===== src/rtl/aes_pipe_sched.sv =====
// aes_pipe_sched: two-requester arbiter for one fixed-latency AES core.
// Grants by burst, drains before key changes, tags blocks back to issuer.
module aes_pipe_sched #(
  parameter int LAT   = 11,
  parameter int NKB   = 128,
  parameter int BURST = 8
) (
  input  logic           clk,
  input  logic           rst,
  input  logic           req0_valid,
  output logic           req0_ready,
  input  logic [127:0]   req0_data,
  input  logic [NKB-1:0] req0_key,
  input  logic           req1_valid,
  output logic           req1_ready,
  input  logic [127:0]   req1_data,
  input  logic [NKB-1:0] req1_key,
  output logic           rsp0_valid,
  output logic           rsp1_valid,
  output logic [127:0]   rsp_data,
  output logic [127:0]   core_in,
  output logic [NKB-1:0] core_key,
  output logic           core_valid_in,
  input  logic [127:0]   core_out,
  input  logic           core_valid_out,
  output logic           busy,
  output logic           err
);

  localparam int IW = $clog2(LAT + 1);
  localparam logic [IW-1:0] IMAX = IW'(LAT);
  localparam logic [7:0] BMAX = 8'(BURST);
  localparam logic [7:0] BLAST = 8'(BURST - 1);

  typedef enum logic [1:0] {
    IDLE,
    LOAD,
    RUN,
    DRAIN
  } state_t;

  state_t         state;
  logic           owner;
  logic           sel;
  logic           rr_next;
  logic [7:0]     burst_cnt;
  logic [IW-1:0]  inflight;
  logic [4:0]     idle_cnt;
  logic [LAT-1:0] tag_vld;
  logic [LAT-1:0] tag_id;

  logic           own_valid;
  logic           oth_valid;
  logic [NKB-1:0] oth_key;
  logic           key_eq;
  logic           sw_pend;
  logic           issue;
  logic           early_sw;

  always_comb begin
    own_valid = owner ? req1_valid : req0_valid;
    oth_valid = owner ? req0_valid : req1_valid;
    oth_key   = owner ? req0_key : req1_key;
    key_eq    = (oth_key == core_key);
    sw_pend   = oth_valid &&
                (!own_valid || burst_cnt == BMAX);
  end

  assign req0_ready = (state == RUN) && !owner && !sw_pend;
  assign req1_ready = (state == RUN) && owner && !sw_pend;

  assign issue = (req0_valid && req0_ready) ||
                 (req1_valid && req1_ready);

  // Same-key handover on the burst's last issue keeps the core fed.
  assign early_sw = issue && oth_valid && key_eq &&
                    (burst_cnt == BLAST);

  assign core_valid_in = issue;
  assign core_in = !issue ? '0 :
                   owner ? req1_data : req0_data;
  assign busy = (state != IDLE) || (inflight != '0);

  always_ff @(posedge clk or posedge rst) begin
    if (rst) begin
      state      <= IDLE;
      owner      <= 1'b0;
      sel        <= 1'b0;
      rr_next    <= 1'b0;
      burst_cnt  <= '0;
      inflight   <= '0;
      idle_cnt   <= '0;
      tag_vld    <= '0;
      tag_id     <= '0;
      core_key   <= '0;
      rsp0_valid <= 1'b0;
      rsp1_valid <= 1'b0;
      rsp_data   <= '0;
      err        <= 1'b0;
    end else begin
      if (issue && !core_valid_out && inflight != IMAX)
        inflight <= inflight + 1'b1;
      else if (!issue && core_valid_out && inflight != '0)
        inflight <= inflight - 1'b1;

      tag_vld <= {tag_vld[LAT-2:0], issue};
      tag_id  <= {tag_id[LAT-2:0], owner};

      rsp0_valid <= tag_vld[LAT-1] && !tag_id[LAT-1];
      rsp1_valid <= tag_vld[LAT-1] && tag_id[LAT-1];
      if (tag_vld[LAT-1])
        rsp_data <= core_out;
      if (core_valid_out != tag_vld[LAT-1])
        err <= 1'b1;

      case (state)
        IDLE: begin
          idle_cnt <= '0;
          if (req0_valid || req1_valid) begin
            sel   <= rr_next ? req1_valid : !req0_valid;
            state <= LOAD;
          end
        end
        LOAD: begin
          core_key  <= sel ? req1_key : req0_key;
          owner     <= sel;
          rr_next   <= ~sel;
          burst_cnt <= '0;
          idle_cnt  <= '0;
          state     <= RUN;
        end
        RUN: begin
          if (issue && burst_cnt != BMAX)
            burst_cnt <= burst_cnt + 1'b1;
          if (early_sw || (sw_pend && key_eq)) begin
            owner     <= ~owner;
            rr_next   <= owner;
            burst_cnt <= '0;
          end else if (sw_pend) begin
            state <= DRAIN;
          end
          if (!req0_valid && !req1_valid && inflight == '0) begin
            idle_cnt <= idle_cnt + 1'b1;
            if (idle_cnt == 5'd15)
              state <= IDLE;
          end else begin
            idle_cnt <= '0;
          end
        end
        DRAIN: begin
          if (inflight == '0) begin
            sel   <= ~owner;
            state <= LOAD;
          end
        end
        default: state <= IDLE;
      endcase
    end
  end

endmodule


===== config.mk =====
export PLATFORM = sky130hd
export DESIGN_NAME = aes_pipe_sched
export DESIGN_NICKNAME = d
export VERILOG_FILES = /design/src/rtl/aes_pipe_sched.sv
export SDC_FILE = /design/constraint.sdc
export NUM_CORES = 1
export LEC_CHECK = 0
export CORE_AREA = 2 2 401 403
export DETAILED_ROUTE_END_ITERATION = 8
export DIE_AREA = 0 0 403 405
export GPL_TIMING_DRIVEN = 0
export PLACE_DENSITY_LB_ADDON = 0.25
export SLEW_MARGIN = 30
export SYNTH_ARGS = -nofsm -noshare
export SYNTH_HDL_FRONTEND = slang
export SYNTH_SLANG_ARGS = --single-unit

===== constraint.sdc =====
create_clock -name clk -period 15.76 [get_ports clk]
set_input_delay 3.94 -clock clk [delete_from_list [all_inputs] [get_ports clk]]
set_output_delay 3.94 -clock clk [all_outputs]
set_load 0.01 [all_outputs]

# Yosys cells after proc, flatten, opt, wreduce, memory -nomap -nowiden
# Index checks and enable logic that the tools add are counted.
# totals
register_bits	303
word_cells	108
in_bits	645
# classes
n_addsub	4
mux	28
n_eq_ne	14
reduce_logical	46
bitwise	2
# op_table
cell	count
$mux 128	4
$eq 128x128->1	1
$logic_and 1x1->1	20
$mux 8	2
$pmux 8 s2	1
$mux 2	6
$pmux 5 s2	1
$reduce_bool 2->1	5
$add 8x1->8 const B	1
$eq 8x3->1 const B	1
$eq 8x4->1 const B	1
$logic_not 1->1	8
$mux 4	2
$ne 8x4->1 const B	1
$pmux 2 s4	1
$mux 1	7
$pmux 1 s2	3
$reduce_and 2->1	3
$add 5x1->5 const B	1
$eq 5x4->1 const B	1
$logic_or 1x1->1	5
$mux 5	1
$add 4x1->4 const B	1
$eq 2x2->1 const B	2
other kinds (13)	15

# Longest topological paths before layout
# Gate-level depths: netlist of run 1.
# depth
word_depth	16
mapped_depth	13
depth_no_buf	12

# Least setup slack after synthesis of run 1
# No wires, ideal clock.
# synth_path
path_type	input to output
startpoint	input req1_valid
endpoint	output core_valid_in
t_arrival_ps	5303
n_path_buf	3
path_slack_ps	6517
path_stages	7
required_time_ps	11820
cell_sequence	nand2b_1 -> o211ai_1 -> a31o_2 -> clkbuf_1 -> clkbuf_1 -> buf_1 -> inv_1
# synth_via
elab_chain_cells	8
elab_cells_between_ends	11
classes_between	mux: 2; reduce/logical: 9
# synth_lines
element	line_no	rtl
start, declared	14	input logic req1_valid,
$mux 1	61	own_valid = owner ? req1_valid : req0_valid;
$logic_not 1->1	66	(!own_valid || burst_cnt == BMAX);
$logic_or 1x1->1	66	
$logic_and 1x1->1	65	sw_pend = oth_valid &&
$logic_not 1->1	69, 70	
$logic_and 1x1->1, on equally long branches	69, 70	
$logic_and 1x1->1, on equally long branches	72, 73	
$logic_or 1x1->1 (*)	72	assign issue = (req0_valid && req0_ready) ||
end, declared	23	output logic core_valid_in,
# Every way passes the cells marked *; elsewhere a longest branch is shown, timed or not.

# Final worst setup path of run 1
# layout_path
startpoint	input req1_valid
endpoint	output core_in[78]
# layout_via
elab_chain_cells	9
elab_cells_between_ends	12
classes_between	mux: 3; reduce/logical: 9
# layout_lines
element	line_no	rtl
$mux 1	61	
$logic_not 1->1	66	
$logic_or 1x1->1	66	
$logic_and 1x1->1	65	
$logic_not 1->1	69, 70	
$logic_and 1x1->1, on equally long branches	69, 70	
$logic_and 1x1->1, on equally long branches	72, 73	
$logic_or 1x1->1 (*)	72	
$mux 128 (*)	80	assign core_in = !issue ? '0 :
end, declared	21	output logic [127:0] core_in,
# Marked as above.

==> results of run 1 <==
[flip-flops by register name (all words and copies together) (netlist names)]
| name | count |
|---|---|
| sel | 1 |
| rsp1_valid | 1 |
| core_key | 128 |
| tag_vld | 11 |
| rsp_data | 128 |
| inflight | 4 |
| idle_cnt | 5 |
| rr_next | 1 |
| burst_cnt | 8 |
| tag_id | 11 |
| err | 1 |
| rsp0_valid | 1 |
| owner | 1 |
| state | 2 |
[cell families after synthesis]
group / synth area share, %
xor+xnor: 6.73
buf+inv: 2.88
compound gates: 5.56
flops: 43.8
simple gates: 9.25
fa+ha+maj: 0.910
mux: 30.9
[area by class of cell]
cell class                 instances  area share (%)
timing repair buffer            1041            32.8
multi-input combinational       1205            29.1
sequential                       303            23.6
tap                             2086            8.14
clock buffer                      65            4.19
buffer                           107            1.49
clock inverter                    14           0.449
inverter                          12           0.164
antenna                           13           0.101
[metrics by stage]
step,cell area (um^2),setup WS [ps],std cells
2_1_floorplan,17300,3450,1627
3_3_place_gp,30300,-3060,4748
3_5_place_dp,30500,4270,4754
4_1_cts,32000,4270,4833
5_1_grt,32100,4140,4842
6_report,32100,4410,4846
[worst min path at each step]
stage | slack [ps] | start | end | depth (start not counted)
after floorplan | 330 | tag_id[9] | tag_id[10] | 0
after global placement | 330 | tag_vld[5] | tag_vld[6] | 0
after detailed placement | 330 | tag_id[9] | tag_id[10] | 0
after CTS | 310 | tag_vld[9] | tag_vld[10] | 0
after global routing | 340 | tag_vld[9] | tag_vld[10] | 0
final | 320 | tag_id[2] | tag_id[3] | 0
[per-layer routing]
layer / up-vias / track usage, % / part of all wire (%)
met5: - / 0 / 0.25
met1: 8627 / 18.3 / 42
met4: 54 / 3.84 / 2.3
met3: 202 / 4.69 / 7.5
met2: 714 / 25.1 / 48
li1: 7926 / - / -
[power by group]
| part | leakage, nW | total, mW | switching (mW) | internal [mW] |
|---|---|---|---|---|
| clock network | 0.725 | 1.04 | 0.436 | 0.609 |
| registers | 3.55 | 1.45 | 0.308 | 1.14 |
| logic | 8.87 | 3.42 | 1.86 | 1.56 |
[cells in the mapped netlist (2+ instances only)]
| master | n |
|---|---|
| sky130_fd_sc_hd__nand2_1 | 19 |
| sky130_fd_sc_hd__mux2i_1 | 385 |
| sky130_fd_sc_hd__o211ai_1 | 2 |
| sky130_fd_sc_hd__nor2b_1 | 3 |
| sky130_fd_sc_hd__nor2_1 | 275 |
| sky130_fd_sc_hd__a21oi_1 | 133 |
| sky130_fd_sc_hd__nor3_1 | 5 |
| sky130_fd_sc_hd__dfrtp_1 | 303 |
| sky130_fd_sc_hd__o31ai_1 | 3 |
| sky130_fd_sc_hd__a21o_1 | 4 |
| sky130_fd_sc_hd__xnor2_1 | 131 |
| sky130_fd_sc_hd__and4b_1 | 2 |
| sky130_fd_sc_hd__xor2_1 | 2 |
| sky130_fd_sc_hd__o21ai_0 | 14 |
| sky130_fd_sc_hd__buf_2 | 8 |
| sky130_fd_sc_hd__and3_1 | 2 |
| sky130_fd_sc_hd__mux2_2 | 133 |
| sky130_fd_sc_hd__nor4_4 | 2 |
| sky130_fd_sc_hd__a32o_1 | 7 |
| sky130_fd_sc_hd__inv_1 | 11 |
| sky130_fd_sc_hd__buf_1 | 25 |
| sky130_fd_sc_hd__nand3_1 | 9 |
| sky130_fd_sc_hd__ha_1 | 11 |
| sky130_fd_sc_hd__buf_4 | 3 |
| sky130_fd_sc_hd__nand4_1 | 9 |
| sky130_fd_sc_hd__a31o_2 | 2 |
| sky130_fd_sc_hd__nand2b_1 | 2 |
| sky130_fd_sc_hd__clkbuf_1 | 67 |
| sky130_fd_sc_hd__or4_1 | 3 |
| sky130_fd_sc_hd__nor4_1 | 34 |
| sky130_fd_sc_hd__buf_6 | 4 |
[critical path: stages]
cell                              delay, ps
sky130_fd_sc_hd__clkdlybuf4s50_1        520
sky130_fd_sc_hd__nand2b_1               200
sky130_fd_sc_hd__o211ai_1               160
sky130_fd_sc_hd__a31o_2                 220
sky130_fd_sc_hd__clkbuf_1               520
sky130_fd_sc_hd__clkbuf_1               560
sky130_fd_sc_hd__clkbuf_1               570
sky130_fd_sc_hd__nor2_1                 170
sky130_fd_sc_hd__clkdlybuf4s50_1        540
==> summary by stage, run 1 <==
Layout
Counting the fill cells in the layout gives ~18,000. The library cells used most frequently in the layout, excluding fill and tap cells, are sky130_fd_sc_hd__clkdlybuf4s50_1 (1,035), sky130_fd_sc_hd__mux2i_1 (385), sky130_fd_sc_hd__dfrtp_1 (303). Cells with a size suffix above 1 make up 9.54% of the layout. Cells fill just over 20% of the core in the end. Summing all multi-input logic gate instances after layout gives around 9300 um^2. In the final design database the tool counted 3,372 nets.

The register area is 7580 um^2. Compared with the post-synthesis result, the final layout area differs by 85.1%. The library cell used most frequently in the layout, excluding fill and tap cells, is sky130_fd_sc_hd__clkdlybuf4s50_1.

Die
The initialized floorplan defines 147 standard-cell rows. The core area is 159,000 um^2. The top-level I/O count is 1,036.

The die is around 400 um wide. The die area is about 160,000 um^2. Once the floorplan was initialized, standard cells occupied 10.9% of the core.

The die outline height is 405 um.

Logic synthesis
The number of flip-flops and latches in the synthesized netlist is 303. Sequential cells were found to cover 43.8% of the synthesized design area. The number of warnings reported in the yosys synthesis log is 0. The post-synthesis instance area is 17,300 um^2. The netlist uses 45 different library cells.

In the synthesized netlist the async set-or-reset flop fraction comes to 100%. In the synthesized netlist the dominant register cell turns out to be sky130_fd_sc_hd__dfrtp_1. In the post-synthesis netlist, the biggest area contributors are sky130_fd_sc_hd__dfrtp_1 (44%), sky130_fd_sc_hd__mux2i_1 (22%), sky130_fd_sc_hd__mux2_2 (8.6%). Of the post-synthesis cell area, the dominant cell type holds 43.8%. The synthesized net count is 2,284. The mean instance size in the synthesized netlist is 10.6 um^2.

The synthesized design spends more area on one cell type than any other, namely sky130_fd_sc_hd__dfrtp_1. The number of flops mapped to enable cells by yosys is 0. The synthesized instance count is 1,627.

Worst setup path
The sort of element at the start of the critical path is an input port. Data on the critical path arrives at its endpoint at approximately 7400 ps. In this run the worst path has a maximum fanout of 10.

The destination of the worst register-to-register timing path is burst_cnt[1]. The kind of end point of the critical path is a primary output. The launch instance of the worst register-to-register path is owner. Tracing the worst setup path back leads to its startpoint at req1_valid. The type of the worst setup path is input port to primary output.

The worst setup slack for register-to-register paths is 11,230 ps. The number of cells on the worst reg-to-reg path is 10. The data required time at the worst endpoint is 11,820 ps.

The critical path ends at core_in[78].

Timing
Setup violations remaining at the end of the flow were counted as 0. The final count of hold timing violations is 0. The transition time at the pin with the least slew margin is 1080 ps.

The final period demand of the worst path is 11,350 ps. Setup repair after global routing left no endpoint under its margin. Based on the critical path, the design can be clocked at up to just under 90 MHz.

Between clock sinks in the finished design, the worst skew comes to 59.7 ps. In this run the tightest slew margin relative to its limit is 27.5%. The number of slew-limit violations in the final report came to 0. Summed over all failing endpoints, the final setup total negative slack is 0 ps. On the final layout, the worst hold slack is 320 ps. The final critical path takes up 72.0% of the cycle.

Global route
Entering global routing, the biggest net connects 79 pins. For this run the aggregate overflow at the end of global routing stands at 0. The via count of the first global-routing pass came to 17,905. The number of antenna violations at the first check in global routing came to 67. The overall track demand over capacity in global routing is 14.9%. The wire length of the first global-routing pass is 164 mm.

Clock network
After clock tree synthesis, the setup repair step added 0 buffers. TritonCTS built the clock tree. The later-pin clock latency in the skew report is approximately 640 ps.

The number of levels the H-tree was split into is 2. The cell at the root of the clock tree is sky130_fd_sc_hd__clkbuf_16. Counting the buffers created by CTS gives 45. The number of sinks handled by clock tree synthesis is 303. The number of hold-repair buffers added at the cts stage is 0. After clock tree synthesis, the clock-pin slew on the worst setup and hold paths is 70 ps. No sink is reached through more buffers than the 3 on the longest clock path.

Post-CTS repair changed the size of 0 cells.

Route
For this block, the via count after detailed routing is 17,523. The first detailed-routing pass took 6 iterations. The initial detailed-routing violation count is 923. The final layout contains routed wiring with a total length of 127 mm. The via count normalized by instance count is between 3 and 4. Dividing the detail-routed wire length by the instance count gives 26.2 um. The detail route stage leaves a number of antenna-violating nets equal to 0. The post-route DRC violation count is 0.

Place
Routability-driven placement finished with a final weighted congestion of 0.845. The detailed-placement wirelength estimate is 106 mm. The count of input and output buffers is 1,035.

Flow run
The number of violations of the max-capacitance limit is 0.

Power
In this run the static leakage power is 13.1 nW. Overall power consumption after layout is estimated at 5.91 mW. For this design the ratio of total power to cell area is 184 nW/um^2. The peak supply drop is just over 70 uV.

Outcome
The run finished with clean final reports.

Min path
In this run the worst hold path is classified as register to register.
Power figures use the tool's default switching activity.
==> inputs of run 2 (changes only) <==
- CORE_AREA: 2 2 401 403 -> 2 2 405 407
- DIE_AREA: 0 0 403 405 -> 0 0 407 409
- clock period: 15.76 -> 9.97 ns (I/O delays scaled with it)
==> run 2 against run 1 <==
Net effect:
- die area up 2.0%
- hold slack better by 8.1 ps
- combinational power rose by 59%
- clock power grew 58%
- setup slack got worse by 3000 ps
- first-iteration DRC count is 15% lower
- total power increased by 58%
- wire length grew 2.3%
==> summary by stage, run 2 (synthesized netlist as in run 1, its figures left out) <==
Power
The peak supply drop is 95.4 uV (was 70.4 uV). The total chip power is 9.34 mW (was 5.91 mW). The clock network power share is 17.6% (was 17.7%). The fraction of power spent switching nets is 44.2% (was 44.0%). The fraction of power consumed by sequential logic was 24.3% (was 24.6%). The total internal power is 5.21 mW (was 3.31 mW). The reported net switching power is 4.13 mW (was 2.60 mW). The combinational share of power is 58.1% (was 57.8%). The power density over the cells came to 289 nW/um^2 (was 184 nW/um^2).

The leakage power summed over all cells is 13.2 nW (was 13.1 nW).

Place
The number of cells after detailed placement was 4,854 (was 4,754). The post-place instance area is 30,900 um^2 (was 30,500 um^2). The count of input and output buffers was 1,035 (unchanged).

The worst setup slack before clock tree synthesis was 1280 ps (was 4270 ps). The detailed-placement wirelength estimate is 109 mm (was 106 mm). The routability-driven placement congestion ratio is 0.847 (was 0.845).

Die
The die width came to 407 um (was 403 um). The top-level I/O count is 1,036 (unchanged). The die outline height is 409 um (was 405 um). The starting density of the core came to 10.7% (was 10.9%). The core area was 162,000 um^2 (was 159,000 um^2). The site row count is 148 (was 147).

The die area is 166,000 um^2 (was 163,000 um^2).

Global route
The via count of the first global-routing pass was 17,845 (was 17,905). The number of antenna violations at the first check in global routing is 69 (was 67). The sum of overflow across all layers after global routing came to 0 (unchanged). The wire length of the first global-routing pass is 167 mm (was 164 mm). The pin count of the biggest net entering global routing is 28 (was 79).

The overall track demand over capacity in global routing is 15.0% (was 14.9%).

Route
The count of vias placed by the detailed router is 17,502 (was 17,523). The via count normalized by instance count is 3.54 (was 3.62). The post-route DRC violation count was 0 (unchanged). The total detailed-routing wirelength was 130 mm (was 127 mm). The number of antenna-violating nets in the routed design is 0 (unchanged). The routed length per placed instance was 26.3 um (was 26.2 um).

The first-pass iteration count of the detailed router is 5 (was 6). The initial detailed-routing violation count is 788 (was 923).

Clock network
The number of levels the H-tree was split into is 2 (unchanged). The number of gates given a new drive strength after cts was 0 (unchanged). The buffers inserted during post-CTS setup optimization is 0 (unchanged). The clock-pin slew reported for the worst setup and hold paths after clock tree synthesis came to 70 ps (about the same).

The number of buffers created by CTS was 44 (was 45). The number of sinks handled by clock tree synthesis was 303 (unchanged). The number of hold-repair buffers added at the cts stage is 0 (unchanged). The TritonCTS clock tree is yes (unchanged).

The cell at the root of the clock tree was sky130_fd_sc_hd__clkbuf_16 (unchanged). The buffer depth of the longest clock path is 3 (unchanged). The later-pin clock latency in the skew report came to 650 ps (was 640 ps).

Timing
The count of endpoints failing setup in the final report is 0 (unchanged). The worst setup margin is 1430 ps (was 4410 ps). Unrepaired setup endpoints after global routing: false (unchanged).

The transition time at the pin with the least slew margin is 1090 ps (was 1080 ps). The post-route fraction of the period consumed by the critical path is a little under nine tenths. For this run, the top clock speed supported by timing is 117 MHz. The worst-case headroom to the max-slew limit is 27.1% (was 27.5%). The final period demand of the worst path is 8540 ps. The worst clock skew is 56.7 ps (was 59.7 ps). The number of slew-limit violations in the final report came to 0 (unchanged). The final count of hold timing violations is 0 (unchanged).

Layout
The register area is 7580 um^2 (unchanged). The area of combinational cells with multiple inputs is 9320 um^2 (about the same). The fill cell total of the finished layout is 17,861 (was 17,592). Leading cell types in the layout, fill and taps excluded: sky130_fd_sc_hd__clkdlybuf4s50_1 (1,035), sky130_fd_sc_hd__mux2i_1 (385), sky130_fd_sc_hd__dfrtp_1 (303) (unchanged). The share of post-route cells with drive strength above 1 is 9.61% (was 9.54%).

The growth of design area from synthesis to finish came to 86.8% (was 85.1%). The most common cell after layout, fill and taps aside is sky130_fd_sc_hd__clkdlybuf4s50_1 (unchanged). Largest registers: core_key (128), rsp_data (128) (unchanged). The final-stage net count is 3,382 (was 3,372). The number of cells in the finished layout apart from fillers is 4,947 (was 4,846).

The total non-filler cell area in the finished layout came to 32,300 um^2 (was 32,100 um^2).

Worst setup path
The type of the worst setup path is input port to primary output (unchanged). Critical Path, Cell by Cell: clkdlybuf4s50_1 -> nand2b_1 -> o211ai_1 -> a31o_2 -> clkbuf_1 -> clkbuf_1 -> clkbuf_1 -> nor2_1 -> clkdlybuf4s50_1 (unchanged). The cell family contributing the most delay on the critical path is buffers and inverters (unchanged). The slowest cell on the critical path was sky130_fd_sc_hd__clkbuf_1 (unchanged). The arrival time at the worst endpoint is 6050 ps (was 7410 ps). The kind of end point of the critical path is a primary output (unchanged). The combined buffer and inverter count along the critical path is 5 (unchanged). The data required time at the worst endpoint is 7480 ps (was 11,820 ps).

The sort of element at the start of the critical path is an input port (unchanged). The maximum fanout along the worst path is 10 (unchanged). The delay of the slowest cell on the worst path was 610 ps (was 570 ps). The cell repeated most along the worst path is sky130_fd_sc_hd__clkbuf_1 (unchanged).

Flow run
The number of violations of the max-capacitance limit is 0 (unchanged).

Min path
The worst hold path class is register to register (unchanged).

Outcome
Status: finished clean (unchanged).
-- run 2: cell count changes in the layout (fill, tap and decap cells not counted), sizes merged, moves of 2 or more --
cell / before / now
clkinv: 9 / 14
bufinv: 1 / 4
inv: 13 / 10
clkbuf: 132 / 125
buf: 46 / 57
clkinvlp: 3 / 5
-- run 2: path summary, 6_finish.rpt --
check,startpoint,to,slack (ps),cells after the start
max in group asynchronous,rst,rsp_data[98],6250,8
max,req1_valid,core_in[70],1430,9
min reg2reg,tag_id[0],tag_id[1],330,0
min in group asynchronous,rst,core_key[56],2200,2
max reg2reg,owner,burst_cnt[7],5590,9
min,tag_id[0],tag_id[1],330,0
-- run 2: per-stage QoR --
step / util (%) / hold slack, ps / setup TNS [ps]
after global placement: 18.8 / 335 / -25030
after CTS: 19.9 / 318 / 0
final: 20.0 / 328 / 0
after detailed placement: 19.0 / 335 / 0
after global routing: 20.0 / 339 / 0
after floorplan: - / 331 / 0
-- run 2: power by group through the flow --
stage	Sequential, mW	Combinational [mW]	Clock, mW
after floorplan	2.44	2.20	0
after global placement	2.27	5.52	0
after detailed placement	2.28	5.54	0
after CTS	2.27	5.56	1.73
after global routing	2.35	5.77	1.77
final	2.27	5.43	1.64
-- run 2: cell type report --
type	count	share of cell area, %
antenna	14	0.108
multi-input combinational	1205	28.8
sequential	303	23.4
tap	2175	8.41
timing repair buffer	1052	33.1
clock inverter	21	0.855
inverter	12	0.151
clock buffer	58	3.63
buffer	107	1.46
-- run 2: per-layer routing --
metal / up-vias / GRT usage (%) / routed length, um
li1: 7951 / - / -
met1: 8580 / 18.7 / 54600
met2: 753 / 25.4 / 62800
met3: 174 / 4.40 / 10100
met4: 44 / 3.14 / 2280
met5: - / 0 / 283
